File: config.mk
export PLATFORM = sky130hd
export DESIGN_NAME = vga_timing_gen
export DESIGN_NICKNAME = d
export VERILOG_FILES = /design/src/rtl/vga_timing_gen_pkg.sv /design/src/rtl/vga_timing_gen_sync_delay_line.sv /design/src/rtl/vga_timing_gen.sv
export SDC_FILE = /design/constraint.sdc
export NUM_CORES = 1
export LEC_CHECK = 0
export ABC_AREA = 1
export BUFFER_PORTS_ARGS = -buffer_cell sky130_fd_sc_hd__buf_2
export CELL_PAD_IN_SITES_DETAIL_PLACEMENT = 2
export CELL_PAD_IN_SITES_GLOBAL_PLACEMENT = 2
export CORE_MARGIN = 2
export CORE_UTILIZATION = 30
export DETAILED_ROUTE_END_ITERATION = 7
export PLACE_DENSITY = 0.78
export SLEW_MARGIN = 40
export SYNTH_ARGS = -nofsm -noshare
export SYNTH_HDL_FRONTEND = slang
export SYNTH_HIERARCHICAL = 1
export SYNTH_SLANG_ARGS = --single-unit
File: constraint.sdc
create_clock -name vga_clk -period 2.4 [get_ports vga_clk]
set_input_delay 0.48 -clock vga_clk [delete_from_list [all_inputs] [get_ports vga_clk]]
set_output_delay 0.48 -clock vga_clk [all_outputs]
set_load 0.02 [all_outputs]
File: src/rtl/vga_timing_gen_pkg.sv
// Shared VGA timing constants, state and coordinate types for the raster generator.
package vga_timing_pkg;

  localparam int DEF_H_VISIBLE = 640;
  localparam int DEF_H_FRONT   = 16;
  localparam int DEF_H_SYNC    = 96;
  localparam int DEF_H_BACK    = 48;
  localparam int DEF_V_VISIBLE = 480;
  localparam int DEF_V_FRONT   = 10;
  localparam int DEF_V_SYNC    = 2;
  localparam int DEF_V_BACK    = 33;

  typedef logic [9:0] coord_t;

  typedef enum logic {S_IDLE, S_RUN} vga_state_t;

  function automatic int h_total(input int vis, input int fp, input int sw, input int bp);
    return vis + fp + sw + bp;
  endfunction

  function automatic int v_total(input int vis, input int fp, input int sw, input int bp);
    return vis + fp + sw + bp;
  endfunction

  localparam int DEF_H_TOTAL = h_total(DEF_H_VISIBLE, DEF_H_FRONT, DEF_H_SYNC, DEF_H_BACK);
  localparam int DEF_V_TOTAL = v_total(DEF_V_VISIBLE, DEF_V_FRONT, DEF_V_SYNC, DEF_V_BACK);

endpackage

File: src/rtl/vga_timing_gen_sync_delay_line.sv
// Shift register that retimes {hs,vs} to match downstream RGB latency; resets to idle-high.
module sync_delay_line #(
  parameter int DEPTH = 1
) (
  input  logic       clk,
  input  logic       rst_n,
  input  logic [1:0] sync_in,
  output logic [1:0] sync_out
);

  generate
    if (DEPTH == 0) begin : g_pass
      assign sync_out = sync_in;
    end else begin : g_shift
      logic [1:0] stage_q [DEPTH];
      logic [1:0] stage_d [DEPTH];

      always_comb begin
        stage_d[0] = sync_in;
        for (int i = 1; i < DEPTH; i++) begin
          stage_d[i] = stage_q[i-1];
        end
      end

      always_ff @(posedge clk or negedge rst_n) begin
        if (!rst_n) begin
          for (int i = 0; i < DEPTH; i++) begin
            stage_q[i] <= 2'b11;
          end
        end else begin
          for (int i = 0; i < DEPTH; i++) begin
            stage_q[i] <= stage_d[i];
          end
        end
      end

      assign sync_out = stage_q[DEPTH-1];
    end
  endgenerate

endmodule

File: src/rtl/vga_timing_gen.sv
// 640x480@60 raster timing source with frame pulses; define VGA_FRAME_COUNTER_EN
// to enable frame_count and anim_tick (otherwise both are tied to 0).
module vga_timing_gen
  import vga_timing_pkg::*;
#(
  parameter int H_VISIBLE  = DEF_H_VISIBLE,
  parameter int H_FRONT    = DEF_H_FRONT,
  parameter int H_SYNC     = DEF_H_SYNC,
  parameter int H_BACK     = DEF_H_BACK,
  parameter int V_VISIBLE  = DEF_V_VISIBLE,
  parameter int V_FRONT    = DEF_V_FRONT,
  parameter int V_SYNC     = DEF_V_SYNC,
  parameter int V_BACK     = DEF_V_BACK,
  parameter int SYNC_DELAY = 1,
  parameter int ANIM_DIV   = 4
) (
  input  logic       vga_clk,
  input  logic       reset_n,
  output logic [9:0] DrawX,
  output logic [9:0] DrawY,
  output logic       blank,
  output logic       hs,
  output logic       vs,
  output logic       frame_start,
  output logic       anim_tick,
  output logic [7:0] frame_count
);

  localparam int H_TOTAL  = h_total(H_VISIBLE, H_FRONT, H_SYNC, H_BACK);
  localparam int V_TOTAL  = v_total(V_VISIBLE, V_FRONT, V_SYNC, V_BACK);
  localparam int HS_START = H_VISIBLE + H_FRONT;
  localparam int HS_END   = HS_START + H_SYNC - 1;
  localparam int VS_START = V_VISIBLE + V_FRONT;
  localparam int VS_END   = VS_START + V_SYNC - 1;

  vga_state_t state_q, state_d;
  coord_t     x_q, x_d, y_q, y_d;
  logic       blank_q, blank_d;
  logic       frame_start_q, frame_start_d;
  logic       hs_raw_q, hs_raw_d, vs_raw_q, vs_raw_d;
  logic [1:0] sync_out;

  // Outputs are derived from the next counter values so they register alongside them.
  always_comb begin
    state_d = S_RUN;
    x_d     = x_q;
    y_d     = y_q;
    if (state_q == S_RUN) begin
      if (x_q == coord_t'(H_TOTAL - 1)) begin
        x_d = '0;
        y_d = (y_q == coord_t'(V_TOTAL - 1)) ? '0 : y_q + 1'b1;
      end else begin
        x_d = x_q + 1'b1;
      end
    end
    blank_d       = (x_d < coord_t'(H_VISIBLE)) && (y_d < coord_t'(V_VISIBLE));
    frame_start_d = (x_d == '0) && (y_d == '0);
    hs_raw_d      = !((x_d >= coord_t'(HS_START)) && (x_d <= coord_t'(HS_END)));
    vs_raw_d      = !((y_d >= coord_t'(VS_START)) && (y_d <= coord_t'(VS_END)));
  end

  always_ff @(posedge vga_clk or negedge reset_n) begin
    if (!reset_n) begin
      state_q       <= S_IDLE;
      x_q           <= '0;
      y_q           <= '0;
      blank_q       <= 1'b0;
      frame_start_q <= 1'b0;
      hs_raw_q      <= 1'b1;
      vs_raw_q      <= 1'b1;
    end else begin
      state_q       <= state_d;
      x_q           <= x_d;
      y_q           <= y_d;
      blank_q       <= blank_d;
      frame_start_q <= frame_start_d;
      hs_raw_q      <= hs_raw_d;
      vs_raw_q      <= vs_raw_d;
    end
  end

  sync_delay_line #(
    .DEPTH(SYNC_DELAY)
  ) u_sync_delay (
    .clk     (vga_clk),
    .rst_n   (reset_n),
    .sync_in ({hs_raw_q, vs_raw_q}),
    .sync_out(sync_out)
  );

  assign DrawX       = x_q;
  assign DrawY       = y_q;
  assign blank       = blank_q;
  assign frame_start = frame_start_q;
  assign hs          = sync_out[1];
  assign vs          = sync_out[0];

`ifdef VGA_FRAME_COUNTER_EN
  localparam int DIV_W = (ANIM_DIV > 1) ? $clog2(ANIM_DIV) : 1;

  logic [7:0]       frame_count_q, frame_count_d;
  logic [DIV_W-1:0] div_q, div_d;
  logic             seen_q, seen_d;
  logic             anim_tick_q, anim_tick_d;

  // The very first frame_start after reset opens frame 0 and is not counted.
  always_comb begin
    frame_count_d = frame_count_q;
    div_d         = div_q;
    seen_d        = seen_q;
    anim_tick_d   = 1'b0;
    if (frame_start_d) begin
      seen_d = 1'b1;
      if (seen_q) begin
        frame_count_d = frame_count_q + 8'd1;
        if (div_q == DIV_W'(ANIM_DIV - 1)) begin
          div_d       = '0;
          anim_tick_d = 1'b1;
        end else begin
          div_d = div_q + 1'b1;
        end
      end
    end
  end

  always_ff @(posedge vga_clk or negedge reset_n) begin
    if (!reset_n) begin
      frame_count_q <= '0;
      div_q         <= '0;
      seen_q        <= 1'b0;
      anim_tick_q   <= 1'b0;
    end else begin
      frame_count_q <= frame_count_d;
      div_q         <= div_d;
      seen_q        <= seen_d;
      anim_tick_q   <= anim_tick_d;
    end
  end

  assign frame_count = frame_count_q;
  assign anim_tick   = anim_tick_q;
`else
  assign frame_count = '0;
  assign anim_tick   = 1'b0;
`endif

endmodule

==> results.tsv, run 1 <==
metric	value	unit
Seq cells post-synth	27	
met3 routed WL	102	um
share of the synthesized area in the top cell type	36.7	%
Comb pwr share	32.5	%
post-CTS setup buffers	0	
CP Data Required Time	2.58	ns
Yosys cell types	24	
HPWL Detailed	3700	um
layout cell share with drive strength beyond 1	16.8	%
total number of H-tree levels	1	
first-pass GRT wire length	7800	um
vias	1437	
die area	5820	um2
GR Overflow Total	0	
Most used DFF post-synth	dfrtp_1	
Nets	244	
EDFF count, synth	0	
Final Skew	0.00550	ns
wire length on met1	2000	um
Clk Latency, worst-skew pair	0.28	ns
Clock power frac	22.1	%
CP Launch Type	register	
total track usage	16.8	%
sequential fraction of the synthesis area	43.5	%
routability congestion estimate	0.839	
sequential power share	45.4	%
largest net degree at the start of global routing	28	
I/O pins	35	
total power	1280	uW
post-synth top area cell	dfrtp_1	
Worst-Margin Slew	0.684	ns
ys async rst share	100	%
Setup TNS Final	0	ns
period utilization	87.3	%
Ys Warns	6	
final setup vio count	0	
pwr dens	718	nW/um2
drt wl/cell	15.2	um
Synth Cell Area	1570	um2
crit-path max FO	9	
max_slew headroom	54.4	%
Die Y	76.3	um
Max Cap Viol	0	
top routing layer used	met4	
internal power	754	uW
IO Port Bufs	25	
cells after synthesis	211	
antenna violations before repair	0	
status	finished, final reports clean	
most common cell in the netlist	nand2_1	
TritonCTS clock tree	yes	
CP arrival	2.28	ns
drt first pass iters	3	
met2 routed WL	2550	um
WL final	4680	um
syn avg cell area	7.42	um2
NetSw	528	uW
Die Wd	76.3	um
maximum vdd drop	217	uV
final slew viol count	0	
CTS buffer count	3	
Hold Fails Final Rpt	0	
CTS Hold Buffers Added	0	
largest cells by area after synthesis	dfrtp_1 (37%), nand2_1 (12%), inv_1 (7.7%)	
final hold slack	0.226	ns
WS Path Type	reg -> reg	
sw frac	41.2	%
CP endpoint kind	register	
number of vias per cell	4.67	
fmax	477	MHz
Post-route DRC	0	
Period minus WS final	2.10	ns
initial core utilization	30.9	%
core area	5070	um2
synth cell count leaders	nand2_1 (51), inv_1 (32), nor2_1 (30)	
final antenna-violating net count	0	
Hold/Removal Path Class	in -> async	
row count	26	
diode count	0	
total leakage power	0.000963	uW
Longest Clk Path Bufs	2	
Layout area overhead	14.0	%
post-CTS resize count	0	
vias in the first global route	1586	
CTS sink count	27	
DRT iter0 DRCs	47	
RSZ-0062 raised after global routing	false	
CTS root buf	clkbuf_8	
Worst-path clk slew	0.11	ns
==> critical path, stage by stage, from the launching register on <==
cell and delay, ns:
dfrtp_1 0.42, ha_1 0.22, nand2_1 0.10, nor2_4 0.14
nand2_2 0.08, nor3_4 0.33, nand2_2 0.09, xor2_1 0.35
nand3_1 0.12, nor2_1 0.11, nor2_1 0.04
==> layer usage <==
layer	vias to the layer above	track usage (%)
met5	-	0
met4	0	3.82
met3	4	1.66
met2	19	32.2
met1	725	20.1
li1	689	-
==> state kept, by name (all words and copies together) (netlist names) <==
register and count:
hs_raw_q 1, u_sync_delay/sync_out 2, vs_raw_q 1, DrawY 10, blank 1, frame_start 1, DrawX 10, state_q 1
==> worst paths after layout <==
path / start / end / slack (ns) / cells past startpoint
worst max-delay path: DrawX[1]$_DFF_PN0_ / blank$_DFF_PN0_ / 0.30 / 10
worst min-delay path: reset_n / DrawY[5]$_DFF_PN0_ / 0.23 / 1
worst max register to register: DrawX[1]$_DFF_PN0_ / blank$_DFF_PN0_ / 0.30 / 10
worst min register to register: vs_raw_q$_DFF_PN1_ / u_sync_delay/sync_out[0]$_DFF_PN1_ / 0.36 / 0
max in group asynchronous: reset_n / DrawX[5]$_DFF_PN0_ / 1.74 / 1
min in group vga_clk: vs_raw_q$_DFF_PN1_ / u_sync_delay/sync_out[0]$_DFF_PN1_ / 0.36 / 0
==> through the flow <==
step                setup WS [ns]  util, %  instances  cell area (um2)
floorplan                   0.511        -        219             1600
global placement            0.384     34.2        304             1740
detailed placement          0.316     34.2        304             1740
finish                      0.304     35.2        308             1790
CTS                         0.250     35.2        308             1790
global route               0.0661     35.2        308             1790
==> power by group through the flow <==
stage | Combinational, uW | Sequential, uW | Clock [uW]
after global placement | 416 | 584 | 0
final | 417 | 581 | 284
after floorplan | 232 | 641 | 0
after detailed placement | 427 | 593 | 0
after global routing | 470 | 592 | 317
after CTS | 428 | 585 | 295
==> area by class of cell <==
class / count / area [um2]
clock buffer: 3 / 41.3
clock inverter: 1 / 7.51
fill: 651 / 3290
inverter: 32 / 120
multi-input combinational: 150 / 723
sequential: 27 / 681
tap: 70 / 87.6
timing repair buffer: 25 / 125
==> placed cells by master (no fill, tap or decap) <==
cell	count
nand2_1	51
inv_1	32
nor2_1	30
buf_2	25
dfrtp_1	23
nand3_1	23
conb_1	10
o21ai_0	6
nor3_1	4
xor2_1	4
nand4_1	4
dfstp_2	4
nand2_2	3
nand3b_1	3
ha_1	3
clkbuf_8	3
o21bai_1	2
nor2_4	1
a21oi_1	1
or2_2	1
xnor2_1	1
nor3_4	1
nor2b_2	1
a31oi_1	1
clkinvlp_4	1
==> cells by family after synthesis <==
group | after synthesis | synth area share, %
and+or+nand+nor | 122 | 35.0
DFF | 27 | 43.5
xor gates and xnor gates | 5 | 2.80
other | 2 | 0.479
adders and majority gates | 3 | 2.40
buffers and inverters | 42 | 12.3
AOI/OAI and AO/OA | 10 | 3.59
Power figures use the tool's default switching activity.
==> run 2: changes to the inputs <==
--- a/config.mk
+++ b/config.mk
@@ -11,10 +11,10 @@
 export CELL_PAD_IN_SITES_GLOBAL_PLACEMENT = 2
 export CORE_MARGIN = 2
 export CORE_UTILIZATION = 30
+export CTS_CLUSTER_DIAMETER = 100
 export DETAILED_ROUTE_END_ITERATION = 7
 export PLACE_DENSITY = 0.78
 export SLEW_MARGIN = 40
 export SYNTH_ARGS = -nofsm -noshare
 export SYNTH_HDL_FRONTEND = slang
-export SYNTH_HIERARCHICAL = 1
 export SYNTH_SLANG_ARGS = --single-unit
==> run 2 against run 1 <==
Combinational power shrank 2%. Die area grew 1.7%. Register-to-register slack gained 0.06 ns. Non-clock buffer count is the same. Global-route usage grew 0.069 points. Sequential cell count is the same. Critical path depth grew 1. Area after synthesis grew 1.8%. Largest cell class unchanged. Critical endpoint is now frame_start$_DFF_PN0_. Via count grew 0.35%. Design area grew 1.1%.
==> results.tsv, run 2 <==
metric	value	unit	change
Synth Cell Area	1600	um2	+1.8%
Most used DFF post-synth	dfrtp_1		
Final Skew	0.00596	ns	+0.000465 ns
layout cell share with drive strength beyond 1	17.1	%	+0.28 points
CTS buffer count	3		unchanged
most common cell in the netlist	nand2_1		
Clk Latency, worst-skew pair	0.29	ns	about the same
Worst-Margin Slew	0.648	ns	-0.0362 ns
GR Overflow Total	0		unchanged
TritonCTS clock tree	yes		
final antenna-violating net count	0		unchanged
initial core utilization	31.2	%	+0.37 points
RSZ-0062 raised after global routing	false		
total track usage	16.9	%	+0.069 points
post-CTS resize count	0		unchanged
total number of H-tree levels	1		unchanged
largest net degree at the start of global routing	28		unchanged
drt first pass iters	4		+1
maximum vdd drop	238	uV	+9.7%
syn avg cell area	7.49	um2	+0.88%
first-pass GRT wire length	7890	um	+1.2%
CTS Hold Buffers Added	0		unchanged
pwr dens	703	nW/um2	-2.1%
Hold Fails Final Rpt	0		unchanged
status	finished, final reports clean		
Seq cells post-synth	27		unchanged
Nets	246		+0.82%
Period minus WS final	2.03	ns	-0.0627 ns
most frequent cells in the layout	nand2_1 (46), inv_1 (35), nor2_1 (30)		
Longest Clk Path Bufs	2		unchanged
largest cells by area after synthesis	dfrtp_1 (36%), nand2_1 (11%), inv_1 (8.2%)		
routability congestion estimate	0.763		-9.1%
Ys Warns	0		-6
row count	26		unchanged
Die Wd	76.9	um	+0.87%
share of the synthesized area in the top cell type	36.1	%	-0.66 points
Worst-path clk slew	0.11	ns	about the same
Yosys cell types	25		+4.2%
vias in the first global route	1570		-1.0%
reg-to-reg endpoint	frame_start$_DFF_PN0_		
CTS root buf	clkbuf_8		
WL final	4630	um	-1.2%
drt wl/cell	14.9	um	-1.8%
reg2reg start	DrawX[0]$_DFF_PN0_		
post-synth top area cell	dfrtp_1		
IO Port Bufs	25		unchanged
DRT iter0 DRCs	47		unchanged
WS Path Type	reg -> reg		
final hold slack	0.206	ns	-0.0204 ns
EDFF count, synth	0		unchanged
number of vias per cell	4.65		-0.30%
Max Cap Viol	0		unchanged
vias	1442		+0.35%
period utilization	84.7	%	-2.6 points
post-CTS setup buffers	0		unchanged
r2r worst-path depth	11		+1
Hold/Removal Path Class	in -> async		
CTS sink count	27		unchanged
Setup TNS Final	0	ns	unchanged
I/O pins	35		unchanged
Fillers	650		-0.15%
CP Launch Type	register		
total leakage power	0.000976	uW	+1.4%
crit-path max FO	10		+1
cells after synthesis	213		+0.95%
fmax	492	MHz	+3.1%
Layout area overhead	13.2	%	
CP arrival	2.26	ns	-0.02 ns
R2R setup slack	0.37	ns	+0.06 ns
max_slew headroom	56.8	%	+2.4 points
CP endpoint kind	register		
die area	5920	um2	+1.7%
sequential fraction of the synthesis area	42.7	%	-0.78 points
antenna violations before repair	0		unchanged
diode count	0		unchanged
most common cell after layout, fill and taps aside	nand2_1		
Die Y	76.9	um	+0.87%
CP Data Required Time	2.62	ns	+0.04 ns
synth cell count leaders	nand2_1 (46), inv_1 (35), nor2_1 (30)		
ys async rst share	100	%	unchanged
HPWL Detailed	3660	um	-0.98%
core area	5110	um2	+0.64%
final setup vio count	0		unchanged
Post-route DRC	0		unchanged
final slew viol count	0		unchanged
## run 2: changes by cell type after synthesis, sizes merged
| cell | change |
|---|---|
| nor3 | +1 |
| clkbuf | +1 |
| nand3 | +3 |
| xor2 | -1 |
| buf | -1 |
| nand3b | +1 |
| nand2 | -5 |
| o21bai | +1 |
| inv | +3 |
| nor2b | -1 |
## run 2: final cells by class
cell class / instances / area, um2 / share of cell area, %
tap: 70 / 87.6 / 4.85
clock inverter: 1 / 7.51 / 0.416
timing repair buffer: 25 / 125 / 6.93
multi-input combinational: 149 / 732 / 40.5
sequential: 27 / 681 / 37.7
clock buffer: 3 / 41.3 / 2.29
inverter: 35 / 131 / 7.28
## run 2: logic make-up after synthesis
family / synth area share (%)
and+or+nand+nor: 35.0
buffers and inverters: 13.3
DFF: 42.7
AOI/OAI and AO/OA: 4.00
xor gates and xnor gates: 2.20
adders and majority gates: 2.35
other: 0.471
## run 2: worst max-delay path by stage
stage,start,end,slack (ns)
global route,DrawX[0]$_DFF_PN0_,vs_raw_q$_DFF_PN1_,0.11
CTS,DrawX[0]$_DFF_PN0_,frame_start$_DFF_PN0_,0.34
detailed placement,DrawX[0]$_DFF_PN0_,vs_raw_q$_DFF_PN1_,0.36
floorplan,DrawX[1]$_DFF_PN0_,blank$_DFF_PN0_,0.62
global placement,state_q$_DFF_PN0_,hs_raw_q$_DFF_PN1_,0.39
finish,DrawX[0]$_DFF_PN0_,frame_start$_DFF_PN0_,0.37
## run 2: routing by layer
| metal | up-vias | GRT usage [%] | routed length, um |
|---|---|---|---|
| met3 | 5 | 2.00 | 130 |
| met1 | 721 | 21.7 | 2080 |
| met2 | 22 | 29.5 | 2360 |
| met4 | 0 | 5.27 | 55 |
| met5 | - | 0 | 0 |
| li1 | 694 | - | - |
## run 2: critical path, cell delays in order, from the launching register on
cell and delay (ns):
dfrtp_1 0.41, ha_1 0.22, nand2_1 0.10, nor2_4 0.14, nand2_2 0.09, nor3_4 0.37
nand2_1 0.10, o21ai_0 0.13, nand2_1 0.15, nor2_1 0.13, nand2_1 0.06, nor2_1 0.08
## run 2: through the flow
stage | area [um2] | worst slack [ns] | utilization [%] | total power, uW | instances
detailed placement | 1760 | 0.360 | 34.4 | 1010 | 306
finish | 1810 | 0.366 | 35.4 | 1270 | 310
global placement | 1760 | 0.393 | 34.4 | 996 | 306
floorplan | 1630 | 0.615 | - | 875 | 221
CTS | 1810 | 0.344 | 35.4 | 1290 | 310
global route | 1810 | 0.107 | 35.4 | 1360 | 310
## run 2: where the power goes
part	internal, uW	leakage [uW]	switching (uW)
sequential	510	0.000342	67.4
clock	118	0.0000217	165
combinational	126	0.000612	282
total	754	0.000976	514
